<file path="src/rtl/dispatch_ctrl_pkg.sv">
`default_nettype none
// ============================================================================
// Module      : dispatch_ctrl_pkg
// Description : Shared types and constants for the instruction queue/dispatch.
// Revision    : 1.0 - initial release
// ============================================================================
package dispatch_ctrl_pkg;

  localparam int IQ_DEPTH_DEF = 16;
  localparam int IQ_PTR_W_DEF = 4;
  localparam int IQ_ENTRY_W   = 65;

  typedef enum logic [5:0] {
    OP_NOP = 6'd0,
    OP_LUI, OP_AUIPC, OP_JAL, OP_JALR,
    OP_BEQ, OP_BNE, OP_BLT, OP_BGE, OP_BLTU, OP_BGEU,
    OP_LB, OP_LH, OP_LW, OP_LBU, OP_LHU,
    OP_SB, OP_SH, OP_SW,
    OP_ADDI, OP_SLTI, OP_SLTIU, OP_XORI, OP_ORI, OP_ANDI, OP_SLLI, OP_SRLI, OP_SRAI,
    OP_ADD, OP_SUB, OP_SLL, OP_SLT, OP_SLTU, OP_XOR, OP_SRL, OP_SRA, OP_OR, OP_AND
  } openum_e;

  // Loads occupy one contiguous range of the operation encoding.
  localparam logic [5:0] OPENUM_LB  = OP_LB;
  localparam logic [5:0] OPENUM_LHU = OP_LHU;

  typedef struct packed {
    logic [31:0] inst;
    logic [31:0] pc;
    logic        pred_jump;
  } iq_entry_t;

  typedef struct packed {
    logic [5:0]  openum;
    logic [4:0]  rd;
    logic [4:0]  rs1;
    logic [4:0]  rs2;
    logic [31:0] imm;
    logic [31:0] pc;
    logic        pred_jump;
    logic        is_jump;
    logic        is_store;
    logic        is_branch;
  } dis_t;

  function automatic logic is_load_op(input logic [5:0] op);
    return (op >= OPENUM_LB) && (op <= OPENUM_LHU);
  endfunction

endpackage
`default_nettype wire

</file>
<file path="src/rtl/dispatch_ctrl_decoder.sv">
`default_nettype none
// ============================================================================
// Module      : dispatch_ctrl_decoder
// Description : Combinational RV32I decoder; unknown encodings decode to NOP.
// Revision    : 1.0 - initial release
// ============================================================================
module dispatch_ctrl_decoder
  import dispatch_ctrl_pkg::*;
(
  input  logic [31:0] inst,
  output logic [5:0]  openum,
  output logic [4:0]  rd,
  output logic [4:0]  rs1,
  output logic [4:0]  rs2,
  output logic [31:0] imm,
  output logic        is_jump,
  output logic        is_store,
  output logic        is_branch
);

  typedef enum logic [2:0] {FMT_R, FMT_I, FMT_S, FMT_B, FMT_U, FMT_J} fmt_e;

  logic [6:0]  opcode;
  logic [2:0]  funct3;
  logic [6:0]  funct7;
  logic [31:0] imm_i, imm_s, imm_b, imm_u, imm_j;
  openum_e     op;
  fmt_e        fmt;

  assign opcode = inst[6:0];
  assign funct3 = inst[14:12];
  assign funct7 = inst[31:25];
  assign imm_i  = {{20{inst[31]}}, inst[31:20]};
  assign imm_s  = {{20{inst[31]}}, inst[31:25], inst[11:7]};
  assign imm_b  = {{19{inst[31]}}, inst[31], inst[7], inst[30:25], inst[11:8], 1'b0};
  assign imm_u  = {inst[31:12], 12'h000};
  assign imm_j  = {{11{inst[31]}}, inst[31], inst[19:12], inst[20], inst[30:21], 1'b0};

  always_comb begin
    op  = OP_NOP;
    fmt = FMT_R;
    case (opcode)
      7'b0110111: begin op = OP_LUI;   fmt = FMT_U; end
      7'b0010111: begin op = OP_AUIPC; fmt = FMT_U; end
      7'b1101111: begin op = OP_JAL;   fmt = FMT_J; end
      7'b1100111: begin
        fmt = FMT_I;
        if (funct3 == 3'd0) op = OP_JALR;
      end
      7'b1100011: begin
        fmt = FMT_B;
        case (funct3)
          3'd0: op = OP_BEQ;
          3'd1: op = OP_BNE;
          3'd4: op = OP_BLT;
          3'd5: op = OP_BGE;
          3'd6: op = OP_BLTU;
          3'd7: op = OP_BGEU;
          default: ;
        endcase
      end
      7'b0000011: begin
        fmt = FMT_I;
        case (funct3)
          3'd0: op = OP_LB;
          3'd1: op = OP_LH;
          3'd2: op = OP_LW;
          3'd4: op = OP_LBU;
          3'd5: op = OP_LHU;
          default: ;
        endcase
      end
      7'b0100011: begin
        fmt = FMT_S;
        case (funct3)
          3'd0: op = OP_SB;
          3'd1: op = OP_SH;
          3'd2: op = OP_SW;
          default: ;
        endcase
      end
      7'b0010011: begin
        fmt = FMT_I;
        case (funct3)
          3'd0: op = OP_ADDI;
          3'd2: op = OP_SLTI;
          3'd3: op = OP_SLTIU;
          3'd4: op = OP_XORI;
          3'd6: op = OP_ORI;
          3'd7: op = OP_ANDI;
          3'd1: if (funct7 == 7'h00) op = OP_SLLI;
          3'd5: begin
            if (funct7 == 7'h00)      op = OP_SRLI;
            else if (funct7 == 7'h20) op = OP_SRAI;
          end
          default: ;
        endcase
      end
      7'b0110011: begin
        fmt = FMT_R;
        case ({funct7, funct3})
          {7'h00, 3'd0}: op = OP_ADD;
          {7'h20, 3'd0}: op = OP_SUB;
          {7'h00, 3'd1}: op = OP_SLL;
          {7'h00, 3'd2}: op = OP_SLT;
          {7'h00, 3'd3}: op = OP_SLTU;
          {7'h00, 3'd4}: op = OP_XOR;
          {7'h00, 3'd5}: op = OP_SRL;
          {7'h20, 3'd5}: op = OP_SRA;
          {7'h00, 3'd6}: op = OP_OR;
          {7'h00, 3'd7}: op = OP_AND;
          default: ;
        endcase
      end
      default: ;
    endcase
  end

  // Register fields a format does not use are forced to zero (x0).
  always_comb begin
    rd  = '0;
    rs1 = '0;
    rs2 = '0;
    imm = '0;
    if (op != OP_NOP) begin
      case (fmt)
        FMT_R: begin rd = inst[11:7]; rs1 = inst[19:15]; rs2 = inst[24:20]; end
        FMT_I: begin
          rd  = inst[11:7];
          rs1 = inst[19:15];
          imm = (op inside {OP_SLLI, OP_SRLI, OP_SRAI}) ? {27'd0, inst[24:20]} : imm_i;
        end
        FMT_S: begin rs1 = inst[19:15]; rs2 = inst[24:20]; imm = imm_s; end
        FMT_B: begin rs1 = inst[19:15]; rs2 = inst[24:20]; imm = imm_b; end
        FMT_U: begin rd = inst[11:7]; imm = imm_u; end
        FMT_J: begin rd = inst[11:7]; imm = imm_j; end
        default: ;
      endcase
    end
  end

  assign openum    = op;
  assign is_jump   = (op == OP_JAL) || (op == OP_JALR);
  assign is_store  = op inside {OP_SB, OP_SH, OP_SW};
  assign is_branch = op inside {OP_BEQ, OP_BNE, OP_BLT, OP_BGE, OP_BLTU, OP_BGEU};

endmodule
`default_nettype wire

</file>
<file path="src/rtl/dispatch_ctrl.sv">
`default_nettype none
// ============================================================================
// Module      : dispatch_ctrl
// Description : Circular instruction queue with single-issue dispatch to ROB/RS/LSB.
// Revision    : 1.0 - initial release
// ============================================================================
module dispatch_ctrl
  import dispatch_ctrl_pkg::*;
#(
  parameter int IQ_DEPTH = IQ_DEPTH_DEF,
  parameter int IQ_PTR_W = IQ_PTR_W_DEF
) (
  input  logic        clk,
  input  logic        rst,
  input  logic        rdy,
  input  logic        rollback,
  input  logic        inst_valid,
  input  logic [31:0] inst,
  input  logic [31:0] inst_pc,
  input  logic        inst_pred_jump,
  output logic        iq_full,
  input  logic        rob_full,
  input  logic        rs_full,
  input  logic        lsb_full,
  output logic        rob_en,
  output logic        rs_en,
  output logic        lsb_en,
  output logic [5:0]  dis_openum,
  output logic [4:0]  dis_rd,
  output logic [4:0]  dis_rs1,
  output logic [4:0]  dis_rs2,
  output logic [31:0] dis_imm,
  output logic [31:0] dis_pc,
  output logic        dis_pred_jump,
  output logic        dis_is_jump,
  output logic        dis_is_store,
  output logic        dis_is_branch
);

  localparam int CNT_W = IQ_PTR_W + 1;

  iq_entry_t           iq_q [IQ_DEPTH];
  iq_entry_t           head_entry;
  iq_entry_t           new_entry;
  logic [IQ_PTR_W-1:0] head_q, head_d;
  logic [IQ_PTR_W-1:0] tail_q, tail_d;
  logic [CNT_W-1:0]    count_q, count_d;
  logic                rob_en_q, rob_en_d;
  logic                rs_en_q, rs_en_d;
  logic                lsb_en_q, lsb_en_d;
  dis_t                dis_q, dis_d;

  logic [5:0]  dec_openum;
  logic [4:0]  dec_rd, dec_rs1, dec_rs2;
  logic [31:0] dec_imm;
  logic        dec_is_jump, dec_is_store, dec_is_branch;
  logic        mem_op, enq, fire;

  assign head_entry = iq_q[head_q];
  assign new_entry  = '{inst: inst, pc: inst_pc, pred_jump: inst_pred_jump};

  dispatch_ctrl_decoder u_decoder (
    .inst      (head_entry.inst),
    .openum    (dec_openum),
    .rd        (dec_rd),
    .rs1       (dec_rs1),
    .rs2       (dec_rs2),
    .imm       (dec_imm),
    .is_jump   (dec_is_jump),
    .is_store  (dec_is_store),
    .is_branch (dec_is_branch)
  );

  assign iq_full = (count_q == CNT_W'(IQ_DEPTH));
  assign mem_op  = is_load_op(dec_openum) || dec_is_store;
  assign enq     = inst_valid && !iq_full && !rollback;
  assign fire    = (count_q != '0) && !rollback && !rob_full && (mem_op ? !lsb_full : !rs_full);

  always_comb begin
    head_d   = head_q;
    tail_d   = tail_q;
    count_d  = count_q;
    rob_en_d = 1'b0;
    rs_en_d  = 1'b0;
    lsb_en_d = 1'b0;
    dis_d    = dis_q;
    if (rdy) begin
      if (rollback) begin
        head_d  = '0;
        tail_d  = '0;
        count_d = '0;
      end else begin
        if (enq) tail_d = tail_q + IQ_PTR_W'(1);
        if (fire) begin
          head_d          = head_q + IQ_PTR_W'(1);
          dis_d.openum    = dec_openum;
          dis_d.rd        = dec_rd;
          dis_d.rs1       = dec_rs1;
          dis_d.rs2       = dec_rs2;
          dis_d.imm       = dec_imm;
          dis_d.pc        = head_entry.pc;
          dis_d.pred_jump = head_entry.pred_jump;
          dis_d.is_jump   = dec_is_jump;
          dis_d.is_store  = dec_is_store;
          dis_d.is_branch = dec_is_branch;
          // A NOP still consumes the slot but raises no strobes.
          if (dec_openum != OP_NOP) begin
            rob_en_d = 1'b1;
            lsb_en_d = mem_op;
            rs_en_d  = !mem_op;
          end
        end
        if (enq && !fire)      count_d = count_q + CNT_W'(1);
        else if (!enq && fire) count_d = count_q - CNT_W'(1);
      end
    end
  end

  always_ff @(posedge clk) begin
    if (rst) begin
      head_q   <= '0;
      tail_q   <= '0;
      count_q  <= '0;
      rob_en_q <= 1'b0;
      rs_en_q  <= 1'b0;
      lsb_en_q <= 1'b0;
      dis_q    <= '0;
    end else begin
      head_q   <= head_d;
      tail_q   <= tail_d;
      count_q  <= count_d;
      rob_en_q <= rob_en_d;
      rs_en_q  <= rs_en_d;
      lsb_en_q <= lsb_en_d;
      dis_q    <= dis_d;
    end
  end

  always_ff @(posedge clk) begin
    if (!rst && rdy && enq) iq_q[tail_q] <= new_entry;
  end

  assign rob_en        = rob_en_q;
  assign rs_en         = rs_en_q;
  assign lsb_en        = lsb_en_q;
  assign dis_openum    = dis_q.openum;
  assign dis_rd        = dis_q.rd;
  assign dis_rs1       = dis_q.rs1;
  assign dis_rs2       = dis_q.rs2;
  assign dis_imm       = dis_q.imm;
  assign dis_pc        = dis_q.pc;
  assign dis_pred_jump = dis_q.pred_jump;
  assign dis_is_jump   = dis_q.is_jump;
  assign dis_is_store  = dis_q.is_store;
  assign dis_is_branch = dis_q.is_branch;

endmodule
`default_nettype wire

</file>
<file path="config.mk">
export PLATFORM = sky130hd
export DESIGN_NAME = dispatch_ctrl
export DESIGN_NICKNAME = d
export VERILOG_FILES = /design/src/rtl/dispatch_ctrl_pkg.sv /design/src/rtl/dispatch_ctrl_decoder.sv /design/src/rtl/dispatch_ctrl.sv
export SDC_FILE = /design/constraint.sdc
export NUM_CORES = 1
export LEC_CHECK = 0
export BUFFER_PORTS_ARGS = -buffer_cell sky130_fd_sc_hd__buf_2
export CORE_ASPECT_RATIO = 1.4
export CORE_MARGIN = 1.5
export CORE_UTILIZATION = 30
export DETAILED_ROUTE_END_ITERATION = 7
export GPL_ROUTABILITY_DRIVEN = 0
export PLACE_DENSITY_LB_ADDON = 0.2
export SETUP_SLACK_MARGIN = 0.15
export SYNTH_ARGS = -nofsm -noshare
export SYNTH_HDL_FRONTEND = slang
export SYNTH_SLANG_ARGS = --single-unit
</file>
<file path="constraint.sdc">
create_clock -name clk -period 12.42 [get_ports clk]
set_input_delay 2.484 -clock clk [delete_from_list [all_inputs] [get_ports clk]]
set_output_delay 2.484 -clock clk [all_outputs]
set_load 0.01 [all_outputs]
</file>
==> out/qor.csv <==
stage,metric,value,unit
global_routing,grt_pass1_wl,173.4,mm
setup_path,r2r_slack,6.15,ns
final_layout,nNetsFinal,2512,
placement,hpwl,67.35,mm
drt,wl,120.6,mm
drt,viasPerCell,5.066,
setup_path,end_kind,flop,
clock_tree,tritoncts,done,
logic_synthesis,syn-mean-instance-area,19.93,um^2
clock_tree,htreeDepth,3,
timing,timing.fmax,0.1595,GHz
global_routing,grt_use_total,0.1606,
clock_tree,cts_buffers,110,
drt,wl_per_cell,27.02,um
logic_synthesis,synth-async-reset-ratio,0,
setup_path,worstPathRequired,13.01,ns
global_routing,grtUsageMet3,0.02555,
logic_synthesis,ys_seq_elements,1149,
drt,drtAntennaViolNets,0,
clock_tree,cts.sinks,1149,
min_path,worstHoldStart,head_q[3]$_SDFFE_PP0P_,
global_routing,grt_start_max_net_pins,69,
logic_synthesis,ys.flop_type,edfxtp_1,
power,power.density,151.3,nW/um^2
die,core,146400,um^2
timing,slew_headroom,0.2249,
clock_tree,path_clk_slew,0.06,ns
die,fp.dieW,327.7,um
global_routing,grt_use_met2,0.2796,
die,chipHeight,457.6,um
run,cap_viol_max_count,0,
setup_path,critPathKind,flop to flop,
logic_synthesis,ys_types,67,
global_routing,grt_busiest_layer,met2,
power,p_leak,15.75,nW
placement,io_buffers,165,
final_layout,area_growth,15.38,%
drt,drcViolationCount,0,
drt,vias,22610,
die,rows,166,
setup_path,reg2reg_to,count_q[4]$_SDFFE_PP0P_,
setup_path,startpoint_type,flop,
drt,drt_iter0_drc,2016,
placement,dp_slack,6.101,ns
global_routing,antenna_found_initial,21,
global_routing,grt_pass1_vias,23950,
logic_synthesis,synth_nets,2304,
clock_tree,root_buffer,clkbuf_16,
timing,setup_viol,0,
timing,rsz0062_at_grt,false,
status,status,"complete, no violations",
logic_synthesis,yosys_warnings,0,
logic_synthesis,synthCells,2222,
setup_path,path_max_fanout,52,
final_layout,final_common_cell,edfxtp_1,
timing,min_period,6.270,ns
clock_tree,cts_setup_buffers,0,
logic_synthesis,ys_seq_area_frac,0.7544,
logic_synthesis,synth-edff-count,1040,
logic_synthesis,netlist_area,44290,um^2
timing,slew_viol_final,0,
clock_tree,clk_latency,0.72,ns
timing,timing.final.crit_share,0.5049,
timing,fin_tns_setup,0,ns
timing,setup_ws,6.150,ns
final_layout,drive_gt1_frac,0.2800,
timing,clock_skew,0.03190,ns
power,ir_worst_vdd,0.1092,mV
global_routing,use_met1,0.2022,
global_routing,grt-ovfl-total,0,
die,die_area,150000,um^2
final_layout,fill_cells,13650,
timing,tightest_slew,1.161,ns
setup_path,r2r.worst_path.cells,14,
die,start_util,0.3025,
final_layout,final_cell_mix,"1040 x edfxtp_1, 301 x mux4_2, 177 x nand2_1",
min_path,hold_path_depth,1,
timing,hold_viol,0,
setup_path,arrival,6.86,ns
clock_tree,hold_buffers,0,
clock_tree,cts.repair.resized,0,
drt,first_pass_iters,7,
clock_tree,clockBufferDepth,3,
min_path,worstHoldPathType,flop to flop,
die,ios,166,
-- cell type report --
cell class / instances / area [um^2] / share of cell area
flip-flops and latches: 1149 / 33420 / 0.6541
diodes: 5 / 12.51 / 0.0002449
repair buffers: 221 / 1249 / 0.02444
clock buffers: 141 / 2963 / 0.05798
well taps: 1932 / 2417 / 0.04731
inverters: 14 / 55.05 / 0.001077
clock inverters: 66 / 585.6 / 0.01146
multi-input cells: 934 / 10400 / 0.2034
-- metal layers --
| layer | up-vias | routed length (um) |
|---|---|---|
| li1 | 9590 | - |
| met1 | 12190 | 49950 |
| met2 | 633 | 61930 |
| met3 | 176 | 5621 |
| met5 | - | 107 |
| met4 | 18 | 2966 |
-- where the power goes --
group	total [mW]	switching (mW)	internal (mW)
clock	3.32	1.44	1.89
sequential	4.23	0.00932	4.22
combinational	0.180	0.120	0.0600
-- cells in the mapped netlist (13+ instances only) --
cell      number  share of area
nor2_1        74         0.0063
nand2_1      177          0.015
nor3_1        17         0.0019
buf_1         19         0.0016
o21ai_0       27         0.0031
inv_1         13         0.0011
o21ai_1       35         0.0040
a21oi_1       79         0.0089
mux4_2       301           0.15
nand3_1       21         0.0024
edfxtp_1    1040           0.71
buf_2         19         0.0021
a22oi_1       13         0.0022
dfxtp_1      109          0.049
clkbuf_1      74         0.0063
o31ai_1       16         0.0027
-- cell families (layout without fill, tap and decap cells) --
| family | Yosys count | in the layout | share of synthesized area |
|---|---|---|---|
| AO/OA/AOI/OAI | 248 | 248 | 0.03554 |
| XOR/XNOR | 3 | 3 | 0.0005934 |
| adder cells (fa/ha/maj) | 9 | 9 | 0.002712 |
| buffers and inverters | 139 | 442 | 0.01384 |
| flip-flops | 1149 | 1149 | 0.7544 |
| multiplexers | 308 | 308 | 0.1546 |
| other | 0 | 5 | 0 |
| AND/OR/NAND/NOR | 366 | 366 | 0.03825 |
-- metrics by stage --
stage                     power (mW)  instances  hold slack [ns]  cell area (um^2)  utilization
after floorplan                4.401       2222           0.4261             44290            -
after global placement         4.485       4250           0.4403             47540       0.3247
after detailed placement       4.495       4250           0.4457             47540       0.3247
after CTS                      7.824       4457           0.4536             51090       0.3489
after global routing           7.969       4460           0.4714             51100       0.3489
final                          7.732       4462           0.4573             51100       0.3490
-- flip-flops by register name, summed over array words and instances, names as in the netlist, 4 cells and up, named ones only --
register / cells
iq_q: 1040
dis_imm: 32
dis_pc: 32
dis_openum: 6
count_q: 5
dis_rd: 5
dis_rs1: 5
dis_rs2: 5
head_q: 4
tail_q: 4
-- worst max path at each step --
stage	endpoint	slack (ns)	cells past startpoint	start
CTS	dis_imm[6]$_SDFFE_PP0P_	6.08	11	flop
finish	count_q[4]$_SDFFE_PP0P_	6.15	14	flop
floorplan	iq_q[3][0]$_DFFE_PP_	4.21	5	rollback
global placement	dis_rs1[1]$_SDFFE_PP0P_	6.17	11	flop
global route	count_q[4]$_SDFFE_PP0P_	5.63	14	flop
detailed placement	dis_imm[6]$_SDFFE_PP0P_	6.10	11	flop
-- worst max-delay path: stages (launching register included) --
cell       delay [ns]
dfxtp_4          0.83
buf_4            0.89
mux4_2           0.60
a22o_1           0.28
a221o_1          0.37
nor3_1           0.39
o2111ai_2        0.31
and3_1           0.31
o31ai_1          0.83
ha_1             0.42
a21o_1           0.18
a21oi_1          0.27
nor3b_1          0.09
o21ai_1          0.17
nand4_1          0.10
Power figures use the tool's default switching activity.
